==> config.mk <==
export PLATFORM = sky130hd
export DESIGN_NAME = rp_8bit_trace_flat
export DESIGN_NICKNAME = d
export VERILOG_FILES = /design/src/rtl/rp_8bit_trace_pkg.sv /design/src/rtl/rp_8bit_trace_if.sv /design/src/rtl/rp_8bit_trace_fifo.sv /design/src/rtl/rp_8bit_trace.sv /design/src/flat_wrapper.sv
export SDC_FILE = /design/constraint.sdc
export NUM_CORES = 1
export LEC_CHECK = 0
export ABC_AREA = 1
export CORE_ASPECT_RATIO = 0.7
export CORE_MARGIN = 4
export CORE_UTILIZATION = 50
export DETAILED_ROUTE_END_ITERATION = 7
export PLACE_DENSITY = 0.73
export REMOVE_ABC_BUFFERS = 1
export SYNTH_ARGS = -nofsm -noshare
export SYNTH_HDL_FRONTEND = slang
export SYNTH_SLANG_ARGS = --single-unit
==> constraint.sdc <==
create_clock -name clk -period 5.65 [get_ports clk]
set_input_delay 1.13 -clock clk [delete_from_list [all_inputs] [get_ports clk]]
set_output_delay 1.13 -clock clk [all_outputs]
set_load 0.02 [all_outputs]
==> src/rtl/rp_8bit_trace_pkg.sv <==
// rp_8bit_trace_pkg: shared types, two-word opcode masks and decode helper for the trace stage
package rp_8bit_trace_pkg;
  localparam int TRC_PAW = 16;
  localparam logic [15:0] LDS_MASK = 16'hFC0F;
  localparam logic [15:0] LDS_VAL  = 16'h9000;
  localparam logic [15:0] JMP_MASK = 16'hFE0C;
  localparam logic [15:0] JMP_VAL  = 16'h940C;
  typedef enum logic {IDLE, WAIT2} state_t;
  typedef struct packed {
    logic [TRC_PAW-1:0] pc;
    logic               len;
    logic [31:0]        code;
  } trace_t;
  function automatic logic is_two_word(bit [15:0] ins);
    return ((ins & LDS_MASK) == LDS_VAL) || ((ins & JMP_MASK) == JMP_VAL);
  endfunction
endpackage

==> src/rtl/rp_8bit_trace_if.sv <==
// rp_8bit_trace_if: fetch bus, trace stream and status signals of the trace stage
interface rp_8bit_trace_if #(parameter int PAW = 16, parameter int DEPTH = 8, parameter int CW = 16);
  logic                     bus_vld;
  logic [PAW-1:0]           bus_adr;
  logic [15:0]              bus_ins;
  logic                     flush;
  logic                     trc_vld;
  logic                     trc_rdy;
  logic [PAW-1:0]           trc_pc;
  logic                     trc_len;
  logic [31:0]              trc_code;
  logic [$clog2(DEPTH):0]   sts_lvl;
  logic [CW-1:0]            sts_drp;
  logic [CW-1:0]            sts_err;
  modport master (output bus_vld, bus_adr, bus_ins, flush, trc_rdy,
                  input trc_vld, trc_pc, trc_len, trc_code, sts_lvl, sts_drp, sts_err);
  modport slave  (input bus_vld, bus_adr, bus_ins, flush, trc_rdy,
                  output trc_vld, trc_pc, trc_len, trc_code, sts_lvl, sts_drp, sts_err);
endinterface

==> src/rtl/rp_8bit_trace_fifo.sv <==
// rp_8bit_trace_fifo: show-ahead FIFO of trace records; head is zero while empty
module rp_8bit_trace_fifo
  import rp_8bit_trace_pkg::*;
#(
  parameter int DEPTH = 8,
  localparam int AW = $clog2(DEPTH)
) (
  input  logic    clk,
  input  logic    rst,
  input  logic    push_i,
  input  trace_t  dat_i,
  output logic    full_o,
  input  logic    pop_i,
  output logic    empty_o,
  output trace_t  dat_o,
  output logic [AW:0] lvl_o
);
  trace_t        mem_q [DEPTH];
  logic [AW-1:0] wr_q, rd_q;
  logic [AW:0]   cnt_q, cnt_d;
  logic          acc, pop_ok;
  always_comb begin
    empty_o = cnt_q == '0;
    full_o  = cnt_q == (AW+1)'(DEPTH);
    pop_ok  = pop_i && !empty_o;
    acc     = push_i && (!full_o || pop_ok);
    cnt_d   = cnt_q + (AW+1)'(acc) - (AW+1)'(pop_ok);
    dat_o   = empty_o ? '0 : mem_q[rd_q];
    lvl_o   = cnt_q;
  end
  always_ff @(posedge clk)
    if (acc) mem_q[wr_q] <= dat_i;
  always_ff @(posedge clk) begin
    if (rst) begin
      wr_q  <= '0;
      rd_q  <= '0;
      cnt_q <= '0;
    end else begin
      wr_q  <= acc ? wr_q + AW'(1) : wr_q;
      rd_q  <= pop_ok ? rd_q + AW'(1) : rd_q;
      cnt_q <= cnt_d;
    end
  end
endmodule

==> src/rtl/rp_8bit_trace.sv <==
// rp_8bit_trace: assembles fetch beats into 16/32-bit instruction records and queues them for the trace logger
module rp_8bit_trace
  import rp_8bit_trace_pkg::*;
#(
  parameter int PAW   = TRC_PAW,
  parameter int DEPTH = 8,
  parameter int CW    = 16
) (
  input logic clk,
  input logic rst,
  rp_8bit_trace_if.slave trc
);
  state_t         state_q, state_d;
  logic [PAW-1:0] adr_q, adr_d;
  logic [15:0]    ins_q, ins_d;
  logic [CW-1:0]  drp_q, drp_d, err_q, err_d;
  logic           proc, cont, brk, fresh, two, push, pop, full, empty, drop;
  trace_t         rec, head;
  always_comb begin
    proc    = trc.bus_vld && !trc.flush;
    cont    = state_q == WAIT2 && proc && trc.bus_adr == adr_q + PAW'(1);
    brk     = state_q == WAIT2 && proc && !cont;
    fresh   = proc && !cont;
    two     = is_two_word(trc.bus_ins);
    push    = cont || (fresh && !two);
    pop     = !empty && trc.trc_rdy;
    drop    = push && full && !pop;
    rec.pc   = TRC_PAW'(cont ? adr_q : trc.bus_adr);
    rec.len  = cont;
    rec.code = cont ? {trc.bus_ins, ins_q} : {16'h0, trc.bus_ins};
    state_d = (trc.flush || cont || (fresh && !two)) ? IDLE : (fresh && two) ? WAIT2 : state_q;
    adr_d   = (fresh && two) ? trc.bus_adr : adr_q;
    ins_d   = (fresh && two) ? trc.bus_ins : ins_q;
    drp_d   = drp_q + CW'(drop && drp_q != '1);
    err_d   = err_q + CW'(brk && err_q != '1);
  end
  always_ff @(posedge clk) begin
    if (rst) begin
      state_q <= IDLE;
      adr_q   <= '0;
      ins_q   <= '0;
      drp_q   <= '0;
      err_q   <= '0;
    end else begin
      state_q <= state_d;
      adr_q   <= adr_d;
      ins_q   <= ins_d;
      drp_q   <= drp_d;
      err_q   <= err_d;
    end
  end
  rp_8bit_trace_fifo #(.DEPTH(DEPTH)) u_fifo (
    .clk    (clk),
    .rst    (rst),
    .push_i (push),
    .dat_i  (rec),
    .full_o (full),
    .pop_i  (pop),
    .empty_o(empty),
    .dat_o  (head),
    .lvl_o  (trc.sts_lvl)
  );
  assign trc.trc_vld  = !empty;
  assign trc.trc_pc   = PAW'(head.pc);
  assign trc.trc_len  = head.len;
  assign trc.trc_code = head.code;
  assign trc.sts_drp  = drp_q;
  assign trc.sts_err  = err_q;
endmodule

==> src/flat_wrapper.sv <==
// flat-port wrapper written by rule: the top's interface ports become plain ports
module rp_8bit_trace_flat import rp_8bit_trace_pkg::*;
#(
  parameter int PAW   = TRC_PAW,
  parameter int DEPTH = 8,
  parameter int CW    = 16
)
  (clk, rst, trc_bus_vld, trc_bus_adr, trc_bus_ins, trc_flush, trc_trc_rdy, trc_trc_vld, trc_trc_pc, trc_trc_len, trc_trc_code, trc_sts_lvl, trc_sts_drp, trc_sts_err);
  rp_8bit_trace_if #(.PAW(PAW), .DEPTH(DEPTH), .CW(CW)) trc_i ();
  input logic clk;
  input logic rst;
  input wire logic [$bits(trc_i.bus_vld)-1:0] trc_bus_vld;
  input wire logic [$bits(trc_i.bus_adr)-1:0] trc_bus_adr;
  input wire logic [$bits(trc_i.bus_ins)-1:0] trc_bus_ins;
  input wire logic [$bits(trc_i.flush)-1:0] trc_flush;
  input wire logic [$bits(trc_i.trc_rdy)-1:0] trc_trc_rdy;
  output wire logic [$bits(trc_i.trc_vld)-1:0] trc_trc_vld;
  output wire logic [$bits(trc_i.trc_pc)-1:0] trc_trc_pc;
  output wire logic [$bits(trc_i.trc_len)-1:0] trc_trc_len;
  output wire logic [$bits(trc_i.trc_code)-1:0] trc_trc_code;
  output wire logic [$bits(trc_i.sts_lvl)-1:0] trc_sts_lvl;
  output wire logic [$bits(trc_i.sts_drp)-1:0] trc_sts_drp;
  output wire logic [$bits(trc_i.sts_err)-1:0] trc_sts_err;
  assign trc_i.bus_vld = trc_bus_vld;
  assign trc_i.bus_adr = trc_bus_adr;
  assign trc_i.bus_ins = trc_bus_ins;
  assign trc_i.flush = trc_flush;
  assign trc_i.trc_rdy = trc_trc_rdy;
  assign trc_trc_vld = trc_i.trc_vld;
  assign trc_trc_pc = trc_i.trc_pc;
  assign trc_trc_len = trc_i.trc_len;
  assign trc_trc_code = trc_i.trc_code;
  assign trc_sts_lvl = trc_i.sts_lvl;
  assign trc_sts_drp = trc_i.sts_drp;
  assign trc_sts_err = trc_i.sts_err;
  rp_8bit_trace #(.PAW(PAW), .DEPTH(DEPTH), .CW(CW)) u_core (.clk(clk), .rst(rst), .trc(trc_i));
endmodule
======== After elaboration in Yosys (flattened, before gate mapping) ========
Memory sizes are Yosys's and may differ from the RTL's. A register that Yosys moved wholly into a read port is not among the register bits.
Index checks and enable logic that the tools add are counted.
word-level totals
  memories ................................ 1
  word-level logic and storage cells ...... 56
  memory bits (writable) .................. 392
  flip-flop bits (word level) ............. 75
  output and inout bits ................... 86
  bits of input ports ..................... 37
memories
  name                 depth  bits a word  rd ports  clocked after memory_dff  wr ports  line                      source
  u_core.u_fifo.mem_q  8      49           1         1                         1         rp_8bit_trace_fifo.sv:18  trace_t mem_q [DEPTH];
operators by class
  $add $sub $neg .......................... 7
  mux-type cells .......................... 7
  reductions and logical operators ........ 27
  eq/ne operators ......................... 6
operators by type and width
  operator                                       count
  2-to-1 mux 49 bit                              1
  adder 16 x 1 -> 16 bit                         2
  2-to-1 mux 32 bit                              1
  inequality test 16 bit, second input constant  2
  adder 16 x 1 -> 16 bit, second input constant  1
  == test 16 bit                                 1
  2-to-1 mux 16 bit                              1
  logical AND 1 bit                              14
  == test 10 bit, second input constant          1
  == test 9 bit, second input constant           1
  adder 3 x 1 -> 3 bit, second input constant    2
  logical NOT 1 bit                              6
  2-to-1 mux 3 bit                               2
  logical OR 1 bit                               5
  adder 4 x 1 -> 4 bit                           1
  == test 4 bit, second input constant           1
  logical NOT 4 bit                              1
  subtractor 4 x 1 -> 4 bit                      1
  2-to-1 mux 1 bit                               2
  OR reduction 2 bit                             1

======== Logic depth before layout (Yosys ltp) ========
Gate-level depths: netlist (run 1).
  depth in word-level cells ............... 12
  mapped depth ............................ 27
  gate-level depth less buffers ........... 26

======== Cells and area by module ========
Synthesis (run 1) repeated with hierarchy kept, for this count alone.
second synthesis, totals
  cells, all modules ...................... 2239
  area, all modules ....................... 20938.8 um^2
modules (own cells, without submodules)
  module              cells an instance  area an instance (um^2)  seq. area each (um^2)  times used
  rp_8bit_trace_fifo  1596               16988.8                  12031.5                1
  rp_8bit_trace       643                3950.0                   1301.2                 1

======== Worst setup path before layout (run 1) ========
OpenSTA, ideal clock, no wires.
  path type ............................... input -> register
  start point ............................. input trc_bus_adr[3]
  end point ............................... memory u_core.u_fifo.mem_q[1][0] in the netlist's numbering, enable pin
  library setup time ...................... 0.456 ns
  stages .................................. 14
  data required time ...................... 5.194 ns
  path buffers ............................ 1
  setup slack ............................. 0.945 ns
  arrival time ............................ 4.249 ns
  cells stage by stage .................... inv_1 -> nand2_1 -> nand2_1 -> nand2_1 -> nand2_1 -> nand3_1 -> nor2_1 -> nand3_1 -> nor2_1 -> nand3_2 -> buf_6 -> nand2_4 -> nand3_2 -> nor2_1
on the way
  word-level cells in the longest chain between the ends .. 9
RTL lines
  element                                   line                      source
  start, declared                           flat_wrapper.sv:13        input wire logic [$bits(trc_i.bus_adr)-1:0] trc_bus_adr;
  == test 16 bit *                          rp_8bit_trace.sv:21       cont = state_q == WAIT2 && proc && trc.bus_adr == adr_q + PAW'(1);
  logical AND 1 bit *                       rp_8bit_trace.sv:21
  logical NOT 1 bit                         rp_8bit_trace.sv:23       fresh = proc && !cont;
  logical AND 1 bit                         rp_8bit_trace.sv:23
  logical AND 1 bit                         rp_8bit_trace.sv:25       push = cont || (fresh && !two);
  logical OR 1 bit *                        rp_8bit_trace.sv:25
  logical AND 1 bit *                       rp_8bit_trace_fifo.sv:26  acc = push_i && (!full_o || pop_ok);
  2-to-1 mux 1 bit *                        rp_8bit_trace_fifo.sv:32  if (acc) mem_q[wr_q] <= dat_i;
  2-to-1 mux 1 bit (not written as such) *  rp_8bit_trace_fifo.sv:32
  end, declared                             rp_8bit_trace_fifo.sv:18
Every way passes the cells marked *; elsewhere a longest branch is shown, timed or not.

==> results.yml, run 1 <==
status:
  status: "complete, no violations"
setup_path:
  reg2reg_to: "u_core.trc.sts_drp[14]"
  reg2reg_depth: 24
  max_stage_delay_ps: 700
  r2r_start: "u_core.adr_q[0]"
  crit_path_frequent_cell: "o21ai_0"
  crit_buf_inv: 3
  critPathCaptureType: "output pin"
  cp.arrival_ps: 3460
  cp_max_fo: 38
  cp.required_ps: 4520
  crit_family: "buffers and inverters"
  endpoint: "trc_trc_code[10]"
  start_kind: "flop"
  cp_cell_sequence: "inv_2, buf_4, o21ai_0, o22ai_1, o21ai_0, a31oi_1, clkdlybuf4s50_1"
  path_class: "reg2out"
  rrSetupSlack_ps: 1820
  critPathSlowestCell: "clkdlybuf4s50_1"
  cp_num_cells: 7
drt:
  route.vias.total: 13800
  drt-initial-drc-count: 1395
  wl_microns: 47800
  viasPerCell: 5.61
  drc: 0
  dr.pass1.iters: 5
  detail_route.wl_per_cell_microns: 19.5
  ant_nets: 0
sta:
  rsz0062_at_grt: "no"
  slew_viol_final: 0
  finalCritPeriodShare_pct: 81.3
  skew_ps: 22.6
  relSlewSlack_pct: 20.3
  post-route-min-period_ps: 4590
  worst_pin_slew_ps: 1180
  hold_slack_ps: 457
  fin_ws_ps: 1060
  finalHoldViolCount: 0
  fmax_ghz: 0.218
  setup_viol: 0
cts:
  path_clk_slew_ps: 60
  cts_resized: 0
  cts_tree: "built"
  postCtsSetupBuffers: 0
  cts_buffer_depth: 3
  clockRootBuffer: "clkbuf_16"
  clock_sinks: 470
  hold_buffers: 0
  h-tree-depth: 2
  clkLatencyLatePin_ps: 570
  cts_made_buffers: 45
floorplanning:
  dieWidth_microns: 244
  die_h_microns: 173
  core_sq_mm: 0.0385
  io_pins: 123
  rows: 60
  die-area_sq_mm: 0.0424
  initial_core_util_pct: 50.7
place:
  dp_hpwl_microns: 27000
  dp.cells: 2371
  pre_cts_ws_ps: 1170
  gp_congestion: 0.882
  portBuffers: 122
global_routing:
  grt_antenna_before_repair: 0
  grt_usage_pct: 22.1
  grt_pass1_wl_microns: 74500
  grt_pass1_vias: 13400
  overflow: 0
  grt_start_max_net_pins: 99
synth:
  ys_ff_latch: 470
  yosys.area.top_type: "edfxtp_1"
  synth_cell_types: 40
  synth_area_per_cell_sq_um: 10.9
  synth_area_sq_mm: 0.0195
  synth_edf_count: 392
  ys_seq_area_share_pct: 68.2
  synth-main-ff-cell: "edfxtp_1"
  synthTopCellsByArea: "edfxtp_1 60%, dfxtp_1 8.0%, nor2_1 7.6%, o21ai_0 7.6%, nand2_1 2.7%"
  netlist_instances: 1799
  synthArstFlopShare_pct: 0
  yosysWarnings: 0
  synth_top_cell_area_share_pct: 60.2
pwr:
  power.leakage_nw: 7.58
  seqPwrFrac_pct: 40.8
  p_switching_mw: 2.99
  p_sw_share_pct: 31.3
  combPwrFrac_pct: 27.6
  total_power_mw: 9.55
  p_clk_share_pct: 31.6
  power_density_mw_per_mm2: 419
  ir_worst_vdd_v: 0.000204
  p_int_mw: 6.56
run:
  drv_cap: 0
final_layout:
  num_antenna_cells: 0
  final_cell_mix: "392 x edfxtp_1, 390 x nor2_1, 296 x o21ai_0"
  layout-drive-gt1-share_pct: 6.54
  layout_commonest_cell: "edfxtp_1"
  fin_nets: 1942
  nFillCells: 3085
  layout.cells.non_filler: 2454
  syn2layout_area_growth_pct: 16.5
  utilization_pct: 59.1
hold_path:
  hold_class: "reg2reg"
[worst min-delay path, stage by stage (launching register included)]
cell     delay (ps)
dfxtp_1         310
nand3_1          70
inv_1            40
[metal layers]
layer	global-route usage, %	up-vias	share of wire, %
li1	-	6516	-
met1	31.7	6649	43
met2	34.4	509	46
met3	4.50	97	7.9
met4	6.52	0	2.6
met5	0	-	0
[power groups by stage]
stage | Sequential (mW) | Combinational, mW | Clock, mW
2_1_floorplan | 4.05 | 1.39 | 0
3_3_place_gp | 3.97 | 2.61 | 0
3_5_place_dp | 3.97 | 2.65 | 0
4_1_cts | 3.90 | 2.66 | 3.06
5_1_grt | 3.90 | 2.89 | 3.21
6_report | 3.90 | 2.64 | 3.01
[how the worst min path moves through the flow]
stage	startpoint	to	slack, ps	cells after the start
2_1_floorplan	u_core.ins_q[12]	u_core.ins_q[12]	430	2
4_1_cts	u_core.ins_q[14]	u_core.ins_q[14]	460	2
6_report	u_core.ins_q[13]	u_core.ins_q[13]	460	2
3_3_place_gp	u_core.ins_q[11]	u_core.ins_q[11]	440	2
5_1_grt	u_core.u_fifo.rd_q[2]	u_core.u_fifo.rd_q[2]	480	2
3_5_place_dp	u_core.ins_q[14]	u_core.ins_q[14]	450	2
[flip-flops by register name, summed over array words and instances (netlist names), named ones only]
signal,count
u_core.u_fifo.mem_q,392
u_core.adr_q,16
u_core.ins_q,16
u_core.trc.sts_drp,16
u_core.trc.sts_err,16
u_core.u_fifo.lvl_o,4
u_core.u_fifo.rd_q,3
u_core.u_fifo.wr_q,3
u_core.state_q,1
[cell usage after synthesis (6+ instances only)]
| library cell | number |
|---|---|
| xnor2_1 | 8 |
| o22ai_1 | 49 |
| o21ai_0 | 296 |
| ha_1 | 13 |
| nand4_1 | 8 |
| nand2_1 | 138 |
| a31oi_1 | 50 |
| dfxtp_1 | 78 |
| nor3_1 | 14 |
| nor2_1 | 395 |
| inv_1 | 96 |
| clkbuf_1 | 84 |
| o21ai_1 | 22 |
| nand3_1 | 33 |
| a21oi_1 | 56 |
| edfxtp_1 | 392 |
| xor2_1 | 7 |
| buf_6 | 6 |
| buf_2 | 9 |
[cell type report]
type | count | area [sq um] | share of cell area (%)
Tap cell | 527 | 659 | 2.90
Clock buffer | 65 | 1270 | 5.59
Timing Repair Buffer | 150 | 1490 | 6.56
Clock inverter | 18 | 193 | 0.846
Inverter | 103 | 392 | 1.72
Multi-Input combinational cell | 1121 | 5420 | 23.8
Sequential cell | 470 | 13300 | 58.6
[through the flow]
stage / TNS (ps) / instance area [sq um]
after floorplan: -152230 / 19100
after global placement: 0 / 21300
after detailed placement: 0 / 21300
after CTS: 0 / 22800
after global routing: 0 / 22800
final: 0 / 22800
[cell families (layout without fill, tap and decap cells)]
| group | count (synthesis) | count (layout) | synth area share [%] |
|---|---|---|---|
| buf+inv | 208 | 336 | 4.35 |
| fa+ha+maj | 14 | 14 | 0.935 |
| simple gates | 612 | 612 | 12.8 |
| flops | 470 | 470 | 68.2 |
| compound gates | 480 | 480 | 13.0 |
| xor+xnor | 15 | 15 | 0.672 |
Note: power is estimated with default switching activity, not from simulation.
==> run 2, diff against run 1 <==
PLACE_DENSITY = 0.76   (was 0.73)
clock period = 4 ns   (was 5.65 ns; I/O delays follow)
==> results.yml, run 2 (same netlist as run 1, synthesis figures left out) <==
sta:
  rsz0062_at_grt: "no"
  skew_ps: 11.8
  post-route-min-period_ps: 3790
  finalCritPeriodShare_pct: 94.6
  slew_viol_final: 0
  finalHoldViolCount: 0
  relSlewSlack_pct: 27.6
  setup_viol: 0
  worst_pin_slew_ps: 1080
  setup_tns_ps: 0
  fmax_ghz: 0.264
setup_path:
  path_class: "reg2out"
  cp_max_fo: 68
  crit_buf_inv: 3
  start_kind: "flop"
  critPathSlowestCell: "clkdlybuf4s50_1"
  critPathCaptureType: "output pin"
  cp.required_ps: 3200
  reg2reg_depth: 24
  crit_family: "buffers and inverters"
  cp_num_cells: 7
  crit_path_frequent_cell: "o21ai_0"
  cp.arrival_ps: 2990
  cp_cell_sequence: "inv_6, buf_16, o21ai_0, o22ai_1, o21ai_0, a31oi_1, clkdlybuf4s50_1"
  max_stage_delay_ps: 700
hold_path:
  hold_class: "reg2reg"
  holdPathStages: 2
drt:
  drt-initial-drc-count: 1527
  detail_route.wl_per_cell_microns: 19.4
  wl_microns: 47900
  drc: 0
  ant_nets: 0
  dr.pass1.iters: 6
  viasPerCell: 5.66
  route.vias.total: 14000
final_layout:
  fin_nets: 1964
  layout_commonest_cell: "edfxtp_1"
  nFillCells: 3041
  utilization_pct: 59.9
  largest_register_ffs: 392
  regMostFlops: "u_core.u_fifo.mem_q"
  num_antenna_cells: 0
  layout-drive-gt1-share_pct: 7.96
  layout.cells.non_filler: 2474
  final_cell_mix: "392 x edfxtp_1, 390 x nor2_1, 296 x o21ai_0"
  syn2layout_area_growth_pct: 18.1
  final_design_area_no_fill_sq_mm: 0.0231
pwr:
  p_clk_share_pct: 30.5
  ir_worst_vdd_v: 0.000283
  power_density_mw_per_mm2: 583
  seqPwrFrac_pct: 40.7
  p_switching_mw: 4.22
  p_sw_share_pct: 31.4
  power.leakage_nw: 7.73
  combPwrFrac_pct: 28.8
  p_int_mw: 9.23
  total_power_mw: 13.5
global_routing:
  met1_usage_pct: 30.3
  grt_pass1_wl_microns: 73800
  grt_usage_pct: 21.8
  globalRouteMet2Util_pct: 35.4
  grt.busiest_layer: "met2"
  overflow: 0
  grt_pass1_vias: 13500
  grt_start_max_net_pins: 151
  grt_antenna_before_repair: 0
  use_met3_pct: 4.62
cts:
  h-tree-depth: 2
  hold_buffers: 0
  clock_sinks: 470
  clkLatencyLatePin_ps: 540
  clockRootBuffer: "clkbuf_16"
  cts_buffer_depth: 3
  cts_made_buffers: 43
  cts_tree: "built"
  path_clk_slew_ps: 60
  postCtsSetupBuffers: 0
floorplanning:
  core_sq_mm: 0.0385
  initial_core_util_pct: 50.7
  die-area_sq_mm: 0.0424
  rows: 60
  dieWidth_microns: 244
  io_pins: 123
  die_h_microns: 173
place:
  dp_hpwl_microns: 27700
  gp_congestion: 0.894
  portBuffers: 122
  dp.cells: 2394
  place_area_sq_mm: 0.0216
run:
  drv_cap: 0
status:
  status: "complete, no violations"
-- run 2: cell count changes in the layout (fill, tap and decap cells not counted), sizes merged --
| cell | previous run | this run |
|---|---|---|
| bufinv | 4 | 3 |
| clkbuf | 65 | 60 |
| clkinv | 13 | 17 |
| clkinvlp | 0 | 2 |
| inv | 104 | 101 |
| buf | 28 | 51 |
-- run 2: worst reg2reg max path, stage by stage (launching register included) --
cell and delay (ps):
dfxtp_1 450, ha_1 260, nand3_1 170, nor2_2 210
nand4_1 110, nand2_1 80, inv_1 40, nor2_1 120
nand2_1 90, nor2_2 110, nand3_2 130, nand2_4 90
nor3b_2 160, ha_1 200, ha_1 190, inv_1 50
nor2_1 130, inv_1 60, nor2_1 130, inv_1 70
nor2_1 160, nand3_1 170, o21ai_0 190, nand2_1 70
nor2_1 90
-- run 2: path summary, 6_finish.rpt --
| path | start | to | slack (ps) |
|---|---|---|---|
| hold / removal | u_core.ins_q[11] | u_core.ins_q[11] | 460 |
| setup / recovery | flop | trc_trc_code[10] | 210 |
| hold reg to reg | u_core.ins_q[11] | u_core.ins_q[11] | 460 |
| setup reg to reg | u_core.adr_q[0] | u_core.trc.sts_drp[14] | 430 |
-- run 2: metrics by stage --
step                      hold slack [ps]  worst slack [ps]
final                                 461               214
after detailed placement              452             -26.6
after CTS                             463              35.8
after floorplan                       430             -4430
after global placement                443              80.3
after global routing                  472              30.3
-- run 2: area by class of cell --
| cell class | instances | area (sq um) | area share [%] |
|---|---|---|---|
| clock buffers | 59 | 1240 | 5.37 |
| clock inverters | 20 | 174 | 0.753 |
| inverters | 103 | 395 | 1.71 |
| multi-input cells | 1121 | 5430 | 23.5 |
| flip-flops and latches | 470 | 13300 | 57.8 |
| well taps | 527 | 659 | 2.86 |
| repair buffers | 174 | 1850 | 8.01 |
-- run 2: power groups by stage --
stage | clock network [mW] | logic (mW) | registers (mW)
floorplan | 0 | 1.96 | 5.72
global placement | 0 | 3.76 | 5.57
detailed placement | 0 | 3.82 | 5.58
CTS | 4.16 | 3.84 | 5.47
global route | 4.36 | 4.23 | 5.49
finish | 4.10 | 3.88 | 5.48
-- run 2: repair_timing --
action                                 CTS  global route
endpoints found under the hold margin    0             0
resized for setup                        0             7
setup endpoints to repair                0            17
-- run 2: routing by layer --
metal,part of all wire (%),vias to the layer above
li1,-,6565
met1,42,6723
met2,47,642
met3,9.6,76
met4,1.7,0
met5,0,-
==> run 3, diff against run 2 <==
HOLD_SLACK_MARGIN = 0.03   (was not set)
SETUP_SLACK_MARGIN = 0.5   (was not set)
==> results.yml, run 3 (same netlist as run 1, synthesis figures left out) <==
status:
  status: "complete, no violations"
drt:
  top_layer: "met5"
  detail_route.wl_per_cell_microns: 20.0
  drt-initial-drc-count: 1568
  dr.pass1.iters: 5
  met1_length_microns: 20200
  ant_nets: 0
  viasPerCell: 5.72
  route.vias.total: 14200
  wl_microns: 49700
  wl_met3_microns: 5330
  drc: 0
  routed-wl-met2_microns: 23400
global_routing:
  grt_antenna_before_repair: 1
  grt_pass1_wl_microns: 76400
  grt_pass1_vias: 13700
  grt_usage_pct: 22.7
  grt_start_max_net_pins: 75
  overflow: 0
setup_path:
  path_class: "in2reg"
  cp_max_fo: 3
  cp.required_ps: 4430
  critPathSlowestCell: "clkdlybuf4s50_1"
  r2r_start: "u_core.adr_q[0]"
  critical_path.startpoint: "trc_bus_adr[1]"
  start_kind: "input port"
  cp.arrival_ps: 3840
  max_stage_delay_ps: 500
  critPathCaptureType: "flop"
  crit_family: "simple AND/OR/NAND/NOR gates"
  cp_cell_sequence: "clkdlybuf4s50_1, inv_1, nand2_1, nand2_1, nor2_1, nand3_1, nor2_1, nand3_1, nor2_2, nand3_2, nand2_4, nor3b_4, ha_2, nand3_2, nor2_1, nand2_1, nor2_2, nand2_2, nor2_2, and3_4, nand2_4, nor3b_2, nor3_2"
  crit_buf_inv: 2
sta:
  fmax_ghz: 0.293
  slew_viol_final: 0
  worst_pin_slew_ps: 1070
  finalCritPeriodShare_pct: 85.5
  post-route-min-period_ps: 3420
  setup_viol: 0
  fin_ws_ps: 582
  relSlewSlack_pct: 27.7
  skew_ps: 13.2
  hold_slack_ps: 461
  rsz0062_at_grt: "yes"
  finalHoldViolCount: 0
place:
  pre_cts_ws_ps: -26.6
  dp_hpwl_microns: 27700
  gp_congestion: 0.894
  dp.cells: 2394
  portBuffers: 122
pwr:
  total_power_mw: 13.5
  power.leakage_nw: 8.22
  ir_worst_vdd_v: 0.000313
  power_density_mw_per_mm2: 573
floorplanning:
  core_sq_mm: 0.0385
  die_h_microns: 173
  dieWidth_microns: 244
  io_pins: 123
  die-area_sq_mm: 0.0424
  rows: 60
  initial_core_util_pct: 50.7
cts:
  cts_buffer_depth: 3
  hold_buffers: 0
  cts_made_buffers: 43
  clockRootBuffer: "clkbuf_16"
  clkLatencyLatePin_ps: 540
  h-tree-depth: 2
  clock_sinks: 470
  cts_tree: "built"
  path_clk_slew_ps: 70
final_layout:
  largest_register_ffs: 392
  ff_latch_area_sq_mm: 0.0134
  layout-drive-gt1-share_pct: 10.6
  syn2layout_area_growth_pct: 20.3
  num_antenna_cells: 0
  utilization_pct: 61.0
  layout.cells.non_filler: 2489
  fin_nets: 1979
  nFillCells: 2976
  multi_input_area_sq_mm: 0.00559
  final_cell_mix: "392 x edfxtp_1, 382 x nor2_1, 294 x o21ai_0"
  layout_commonest_cell: "edfxtp_1"
  regMostFlops: "u_core.u_fifo.mem_q"
hold_path:
  hold_class: "reg2reg"
  hp-start: "u_core.ins_q[11]"
run:
  drv_cap: 0
==> run 3: cell types whose count changed in the layout (fill, tap and decap cells not counted), sizes merged, moves of 2 or more <==
cell and delta:
buf +14, bufbuf +2, dlygate4sd2 +30, clkdlybuf4s50 -51, dlymetal6s2s +21
==> run 3: layer usage <==
| metal | up-vias | GRT usage [%] |
|---|---|---|
| met1 | 6791 | 31.9 |
| met5 | - | 0 |
| li1 | 6596 | - |
| met2 | 772 | 36.9 |
| met3 | 79 | 4.22 |
| met4 | 2 | 5.95 |
==> run 3: path summary, 6_finish.rpt <==
path	endpoint	slack [ps]	cells after the start
max	u_core.trc.sts_drp[15]	580	23
max reg2reg	u_core.trc.sts_drp[15]	620	25
min	u_core.ins_q[11]	460	2
min reg2reg	u_core.ins_q[11]	460	2
==> run 3: cell type report <==
class	instances	area share [%]
Timing Repair Buffer	189	8.88
Multi-Input combinational cell	1121	23.8
Tap cell	527	2.80
Clock inverter	20	0.740
Inverter	103	1.74
Sequential cell	470	56.8
Clock buffer	59	5.27
==> run 3: timing repair <==
| item | 4_1_cts | 5_1_grt |
|---|---|---|
| pin swaps | 1 | 16 |
| gates cloned | 4 | 0 |
| resized for setup | 54 | 67 |
| setup endpoints to repair | 52 | 29 |
| setup buffers | 3 | 9 |
==> run 3: worst min-delay path: stages, from the launching register on <==
cell,delay (ps)
dfxtp_1,310
nand3_1,70
inv_1,40
==> run 3: per-stage QoR <==
stage / cell area (sq um) / setup TNS (ps)
floorplan: 19100 / -652010
global placement: 21600 / 0
detailed placement: 21600 / -26.6
CTS: 23200 / 0
global route: 23500 / 0
finish: 23500 / 0
==> run 3: where the power goes <==
part	switching (mW)	internal (mW)	leakage (nW)
Clock	1.74	2.36	0.697
Combinational	2.47	1.42	3.49
Sequential	0.0839	5.40	4.03
